`src/rtl/div34_seq_gen_if.sv`:
```
// Handshake bundle between the divisible-by-3-or-4 sequence source and its consumer.
// The serial pins exist only when DIV34_SER_OUT_EN is defined.
interface div34_seq_gen_if #(
    parameter int WIDTH = 4
);
    logic             start;
    logic             stop;
    logic             ready;
    logic [WIDTH-1:0] value;
    logic             valid;
    logic             busy;
    logic             done;
`ifdef DIV34_SER_OUT_EN
    logic             ser_data;
    logic             ser_frame;

    modport master (
        input  start, stop, ready,
        output value, valid, busy, done, ser_data, ser_frame
    );
    modport slave (
        output start, stop, ready,
        input  value, valid, busy, done, ser_data, ser_frame
    );
`else
    modport master (
        input  start, stop, ready,
        output value, valid, busy, done
    );
    modport slave (
        output start, stop, ready,
        input  value, valid, busy, done
    );
`endif
endinterface

```
`src/rtl/div34_seq_gen.sv`:
```
// Scans 0..2^WIDTH-1 and emits codes divisible by 3 or 4 over a valid/ready handshake.
// Optional serial echo of each accepted word is enabled by defining DIV34_SER_OUT_EN.
module div34_seq_gen #(
    parameter int WIDTH = 4
) (
    input logic               clk,
    input logic               rst_n,
    div34_seq_gen_if.master   bus
);
    localparam logic [2:0] ST_IDLE  = 3'd0;
    localparam logic [2:0] ST_SCAN  = 3'd1;
    localparam logic [2:0] ST_HOLD  = 3'd2;
    localparam logic [2:0] ST_DONE  = 3'd3;
`ifdef DIV34_SER_OUT_EN
    localparam logic [2:0] ST_SHIFT = 3'd4;
    localparam logic [2:0] BIT_LAST = 3'(WIDTH - 1);
`endif
    localparam logic [WIDTH-1:0] CNT_MAX = {WIDTH{1'b1}};
    localparam logic [WIDTH-1:0] CNT_ONE = {{(WIDTH-1){1'b0}}, 1'b1};

    // Residue of cnt modulo 3 advances in lock-step with cnt, so no divider is needed.
    function automatic logic [1:0] mod3_inc(input logic [1:0] m);
        logic [1:0] r;
        case (m)
            2'd0:    r = 2'd1;
            2'd1:    r = 2'd2;
            default: r = 2'd0;
        endcase
        return r;
    endfunction

    logic [2:0]       state_q, state_d;
    logic [WIDTH-1:0] cnt_q, cnt_d;
    logic [1:0]       mod3_q, mod3_d;
    logic [WIDTH-1:0] value_q, value_d;
    logic             valid_q, valid_d;
    logic             busy_q, busy_d;
    logic             done_q, done_d;
    logic             hit_s;
`ifdef DIV34_SER_OUT_EN
    logic             ser_data_q, ser_data_d;
    logic             ser_frame_q, ser_frame_d;
    logic [WIDTH-1:0] shift_q, shift_d;
    logic [2:0]       bit_cnt_q, bit_cnt_d;
`endif

    assign hit_s = (mod3_q == 2'd0) || (cnt_q[1:0] == 2'b00);

    // Next-state and output computation; stop overrides every non-idle state.
    always_comb begin
        state_d = state_q;
        cnt_d   = cnt_q;
        mod3_d  = mod3_q;
        value_d = value_q;
        valid_d = valid_q;
        done_d  = 1'b0;
`ifdef DIV34_SER_OUT_EN
        ser_data_d  = ser_data_q;
        ser_frame_d = ser_frame_q;
        shift_d     = shift_q;
        bit_cnt_d   = bit_cnt_q;
`endif
        if (bus.stop && (state_q != ST_IDLE)) begin
            state_d = ST_IDLE;
            valid_d = 1'b0;
`ifdef DIV34_SER_OUT_EN
            ser_frame_d = 1'b0;
            ser_data_d  = 1'b0;
`endif
        end else begin
            case (state_q)
                ST_IDLE: begin
                    if (bus.start && !bus.stop) begin
                        cnt_d   = {WIDTH{1'b0}};
                        mod3_d  = 2'd0;
                        state_d = ST_SCAN;
                    end else begin
                        state_d = ST_IDLE;
                    end
                end
                ST_SCAN: begin
                    if (hit_s) begin
                        value_d = cnt_q;
                        valid_d = 1'b1;
                        state_d = ST_HOLD;
                    end else if (cnt_q == CNT_MAX) begin
                        state_d = ST_DONE;
                        done_d  = 1'b1;
                    end else begin
                        cnt_d  = cnt_q + CNT_ONE;
                        mod3_d = mod3_inc(mod3_q);
                    end
                end
                ST_HOLD: begin
                    if (valid_q && bus.ready) begin
                        valid_d = 1'b0;
`ifdef DIV34_SER_OUT_EN
                        // The word is serialised first; the last-word decision waits for SHIFT to end.
                        ser_frame_d = 1'b1;
                        ser_data_d  = value_q[WIDTH-1];
                        shift_d     = {value_q[WIDTH-2:0], 1'b0};
                        bit_cnt_d   = 3'd0;
                        state_d     = ST_SHIFT;
                        if (cnt_q != CNT_MAX) begin
                            cnt_d  = cnt_q + CNT_ONE;
                            mod3_d = mod3_inc(mod3_q);
                        end else begin
                            cnt_d = cnt_q;
                        end
`else
                        if (cnt_q == CNT_MAX) begin
                            state_d = ST_DONE;
                            done_d  = 1'b1;
                        end else begin
                            cnt_d   = cnt_q + CNT_ONE;
                            mod3_d  = mod3_inc(mod3_q);
                            state_d = ST_SCAN;
                        end
`endif
                    end else begin
                        state_d = ST_HOLD;
                    end
                end
                ST_DONE: begin
                    state_d = ST_IDLE;
                end
`ifdef DIV34_SER_OUT_EN
                ST_SHIFT: begin
                    if (bit_cnt_q == BIT_LAST) begin
                        ser_frame_d = 1'b0;
                        ser_data_d  = 1'b0;
                        if (value_q == CNT_MAX) begin
                            state_d = ST_DONE;
                            done_d  = 1'b1;
                        end else begin
                            state_d = ST_SCAN;
                        end
                    end else begin
                        ser_data_d = shift_q[WIDTH-1];
                        shift_d    = {shift_q[WIDTH-2:0], 1'b0};
                        bit_cnt_d  = bit_cnt_q + 3'd1;
                    end
                end
`endif
                default: begin
                    state_d = ST_IDLE;
                    valid_d = 1'b0;
                end
            endcase
        end
        busy_d = (state_d != ST_IDLE);
    end

    // State and registered outputs; reset clears everything so no stale word survives.
    always_ff @(posedge clk or negedge rst_n) begin
        if (!rst_n) begin
            state_q <= ST_IDLE;
            cnt_q   <= {WIDTH{1'b0}};
            mod3_q  <= 2'd0;
            value_q <= {WIDTH{1'b0}};
            valid_q <= 1'b0;
            busy_q  <= 1'b0;
            done_q  <= 1'b0;
`ifdef DIV34_SER_OUT_EN
            ser_data_q  <= 1'b0;
            ser_frame_q <= 1'b0;
            shift_q     <= {WIDTH{1'b0}};
            bit_cnt_q   <= 3'd0;
`endif
        end else begin
            state_q <= state_d;
            cnt_q   <= cnt_d;
            mod3_q  <= mod3_d;
            value_q <= value_d;
            valid_q <= valid_d;
            busy_q  <= busy_d;
            done_q  <= done_d;
`ifdef DIV34_SER_OUT_EN
            ser_data_q  <= ser_data_d;
            ser_frame_q <= ser_frame_d;
            shift_q     <= shift_d;
            bit_cnt_q   <= bit_cnt_d;
`endif
        end
    end

    assign bus.value = value_q;
    assign bus.valid = valid_q;
    assign bus.busy  = busy_q;
    assign bus.done  = done_q;
`ifdef DIV34_SER_OUT_EN
    assign bus.ser_data  = ser_data_q;
    assign bus.ser_frame = ser_frame_q;
`endif
endmodule

```
`src/flat_wrapper.sv`:
```
// flat-port wrapper written by rule: the top's interface ports become plain ports
module div34_seq_gen_flat 
#(
    parameter int WIDTH = 4
)
  (clk, rst_n, bus_start, bus_stop, bus_ready, bus_value, bus_valid, bus_busy, bus_done);
  div34_seq_gen_if #(.WIDTH(WIDTH)) bus_i ();
  input logic clk;
  input logic rst_n;
  input wire logic [$bits(bus_i.start)-1:0] bus_start;
  input wire logic [$bits(bus_i.stop)-1:0] bus_stop;
  input wire logic [$bits(bus_i.ready)-1:0] bus_ready;
  output wire logic [$bits(bus_i.value)-1:0] bus_value;
  output wire logic [$bits(bus_i.valid)-1:0] bus_valid;
  output wire logic [$bits(bus_i.busy)-1:0] bus_busy;
  output wire logic [$bits(bus_i.done)-1:0] bus_done;
  assign bus_i.start = bus_start;
  assign bus_i.stop = bus_stop;
  assign bus_i.ready = bus_ready;
  assign bus_value = bus_i.value;
  assign bus_valid = bus_i.valid;
  assign bus_busy = bus_i.busy;
  assign bus_done = bus_i.done;
  div34_seq_gen #(.WIDTH(WIDTH)) u_core (.clk(clk), .rst_n(rst_n), .bus(bus_i));
endmodule
```
`config.mk`:
```
export PLATFORM = sky130hd
export DESIGN_NAME = div34_seq_gen_flat
export DESIGN_NICKNAME = d
export VERILOG_FILES = /design/src/rtl/div34_seq_gen_if.sv /design/src/rtl/div34_seq_gen.sv /design/src/flat_wrapper.sv
export SDC_FILE = /design/constraint.sdc
export NUM_CORES = 1
export LEC_CHECK = 0
export ABC_AREA = 1
export CAP_MARGIN = 25
export CORE_MARGIN = 2
export CORE_UTILIZATION = 45
export CTS_CLUSTER_DIAMETER = 120
export DETAILED_ROUTE_END_ITERATION = 12
export PLACE_DENSITY = 0.68
export SKIP_LAST_GASP = 1
export SLEW_MARGIN = 20
export SYNTH_ARGS = -nofsm -noshare
export SYNTH_HDL_FRONTEND = slang
export SYNTH_SLANG_ARGS = --single-unit
export TNS_END_PERCENT = 20
```
`constraint.sdc`:
```
create_clock -name clk -period 1.8 [get_ports clk]
set_input_delay 0.45 -clock clk [delete_from_list [all_inputs] [get_ports clk]]
set_output_delay 0.45 -clock clk [all_outputs]
set_load 0.02 [all_outputs]
```
==> flow_summary.json <==
{
  "cts_tree": "yes",
  "min_path_type": "primary input to asynchronous set/reset pin",
  "via_count": 722,
  "rows": 15,
  "finalCritPeriodShare": 0.955,
  "fmax_ghz": 0.582,
  "yosysTopAreaCellShare": 0.456,
  "yosys.cell_types.count": 20,
  "fin_nets": 139,
  "max_stage_delay_ns": 0.60,
  "yosys-top-cells-area": "dfrtp_1 (46%), nand2_1 (15%), inv_1 (7.3%)",
  "ctsRootBufferMaster": "clkbuf_4",
  "power.density_nw_per_um2": 664,
  "crit_path_end_kind": "output port",
  "setup_tns_ns": 0,
  "antenna_found_initial": 0,
  "r2r_start": "u_core.cnt_q[0]$_DFFE_PN0P_",
  "vias_per_cell": 4.66,
  "seq_power_share": 0.562,
  "globalplace.congestion": 0.830,
  "slowest_stage": "clkdlybuf4s50_1",
  "overflow": 0,
  "hold_viol_final": 0,
  "clock_latency_ns": 0.29,
  "wirelength_um": 1530,
  "internal_power_uw": 505,
  "fill_cells": 164,
  "dp_hpwl_um": 1190,
  "diodes": 0,
  "cp.buffers_inverters": 1,
  "worstPathRequired_ns": 1.35,
  "synthMuxAreaShare": 0,
  "coreArea_sq_um": 1780,
  "period_needed_ns": 1.72,
  "switching_share": 0.275,
  "areaGrowthSynthToFinish_pct": 19.5,
  "syn_nets": 122,
  "drive_gt1_frac": 0.108,
  "cts_made_buffers": 3,
  "clk_pin_slew_worst_paths_ns": 0.09,
  "arrival_ns": 1.27,
  "port_buffers": 11,
  "synthTopCellsByCount": "nand2_1 (34), inv_1 (17), dfrtp_1 (16)",
  "synth_edf_count": 0,
  "fin_ws_ns": 0.0813,
  "fin_skew_ns": 0.00652,
  "netlist.top_cell.by_area": "dfrtp_1",
  "ioPinCount": 12,
  "path_cells": "clkdlybuf4s50_1",
  "setup_violations": 0,
  "comb_power_share": 0.165,
  "startpoint": "u_core.bus.valid$_DFFE_PN0P_",
  "clockBufferDepth": 2,
  "initial_core_util": 0.492,
  "ant_nets": 0,
  "synth_simple_gate_area_share": 0.365,
  "syn_avg_cell_area_sq_um": 7.63,
  "ys_seq_elements": 16,
  "synth_xor_area_frac": 0.00999,
  "synth_compound_area_frac": 0.0585,
  "wl_met2_um": 662,
  "synth_top_family_by_area": "simple AND/OR/NAND/NOR gates",
  "async_flop_share": 1.00,
  "drtIter0Drc": 7,
  "p_leak_nw": 0.540,
  "syn-cell-area_sq_um": 877,
  "p_clk_frac": 0.273,
  "synthMostInstantiatedCell": "nand2_1",
  "dr.max_layer_used": "met4",
  "ctsHoldBuffers": 0,
  "path_delay_family": "buffers and inverters",
  "wl_per_cell_um": 9.85,
  "htree_num_levels": 1,
  "wl_met1_um": 778,
  "vdd_drop_max_v": 0.000402,
  "cts_resized": 0,
  "synth_flop_cell": "dfrtp_1",
  "crit_type": "flip-flop to output port",
  "maxCapViolations": 0,
  "slew_violations": 0,
  "grt_usage": 0.163,
  "grt_pass1_vias": 633,
  "die_x_um": 48.2,
  "dieArea_sq_um": 2320,
  "status": "complete, no violations",
  "yosysWarnings": 0,
  "switching_power_uw": 191,
  "wl_met3_um": 70,
  "die_height_um": 48.2,
  "rsz0062_at_grt": "false",
  "synthAdderAreaFrac": 0.0285,
  "grt_first_pass_wirelength_um": 2640,
  "seq_area_frac_synth": 0.456,
  "tritoncts_num_sinks": 16,
  "cp_max_fo": 3,
  "drcViolationCount": 0,
  "pre_cts_ws_ns": 0.0956,
  "syn_inst": 115,
  "dr.pass1.iters": 4,
  "postCtsSetupBuffers": 0,
  "start_kind": "flip-flop",
  "grt_max_degree": 17
}
## layout by cell type, fill, tap and decap left out, drive strengths merged
cell           count
dfrtp             16
nand3             13
buf                1
conb               1
a21oi              3
clkdlybuf4s50     11
ha                 2
o21ai              5
inv               18
nor3               1
clkbuf             3
nand3b             1
nand4              1
xnor2              1
nor2              15
nand2             38
## layer usage
metal | GRT usage | up-vias
li1 | - | 388
met2 | 0.255 | 18
met3 | 0.0444 | 2
met4 | 0.0324 | 0
met1 | 0.228 | 314
met5 | 0 | -
## worst paths after layout
check                                                  endpoint  slack (ns)  cells past startpoint
worst max-delay path                                  bus_valid        0.08                      1
worst min-delay path                  u_core.bus.busy$_DFF_PN0_        0.46                      2
worst max register to register      u_core.cnt_q[2]$_DFFE_PN0P_        0.28                     10
worst min register to register  u_core.bus.value[2]$_DFFE_PN0P_        0.48                      2
max in group asynchronous       u_core.bus.value[2]$_DFFE_PN0P_        1.15                      2
min in group clk                u_core.bus.value[2]$_DFFE_PN0P_        0.48                      2
## sequential cells by signal, indices dropped and copies added, names as in the netlist
name and flops:
u_core.state_q 3, u_core.cnt_q 4, u_core.bus.done 1, u_core.bus.valid 1
u_core.mod3_q 2, u_core.bus.busy 1, u_core.bus.value 4
## power groups by stage
| stage | sequential (mW) | combinational [mW] | clock (mW) |
|---|---|---|---|
| CTS | 0.391 | 0.116 | 0.193 |
| finish | 0.391 | 0.115 | 0.190 |
| global placement | 0.398 | 0.114 | 0 |
| detailed placement | 0.398 | 0.116 | 0 |
| global route | 0.394 | 0.130 | 0.215 |
| floorplan | 0.413 | 0.0475 | 0 |
## stage by stage
step | hold slack (ns) | instance area, sq um | utilization | power (mW) | instances
after floorplan | 0.154 | 877 | - | 0.460 | 115
after global placement | 0.456 | 1030 | 0.575 | 0.512 | 152
after detailed placement | 0.467 | 1030 | 0.575 | 0.514 | 152
after CTS | 0.469 | 1050 | 0.588 | 0.700 | 155
after global routing | 0.495 | 1050 | 0.588 | 0.739 | 155
final | 0.465 | 1050 | 0.588 | 0.696 | 155
## cell type report
| type | instances | area, sq um | area share |
|---|---|---|---|
| Tap cell | 25 | 31.3 | 0.0298 |
| Timing Repair Buffer | 12 | 118 | 0.112 |
| Sequential cell | 16 | 400 | 0.382 |
| Multi-Input combinational cell | 81 | 409 | 0.390 |
| Clock buffer | 3 | 22.5 | 0.0215 |
| Inverter | 18 | 67.6 | 0.0644 |
## cell families after synthesis
logic type / after synthesis
buffers and inverters: 18
AO/OA/AOI/OAI: 8
other: 1
adder cells (fa/ha/maj): 2
AND/OR/NAND/NOR: 69
flip-flops: 16
XOR/XNOR: 1
Note: power is estimated with default switching activity, not from simulation.
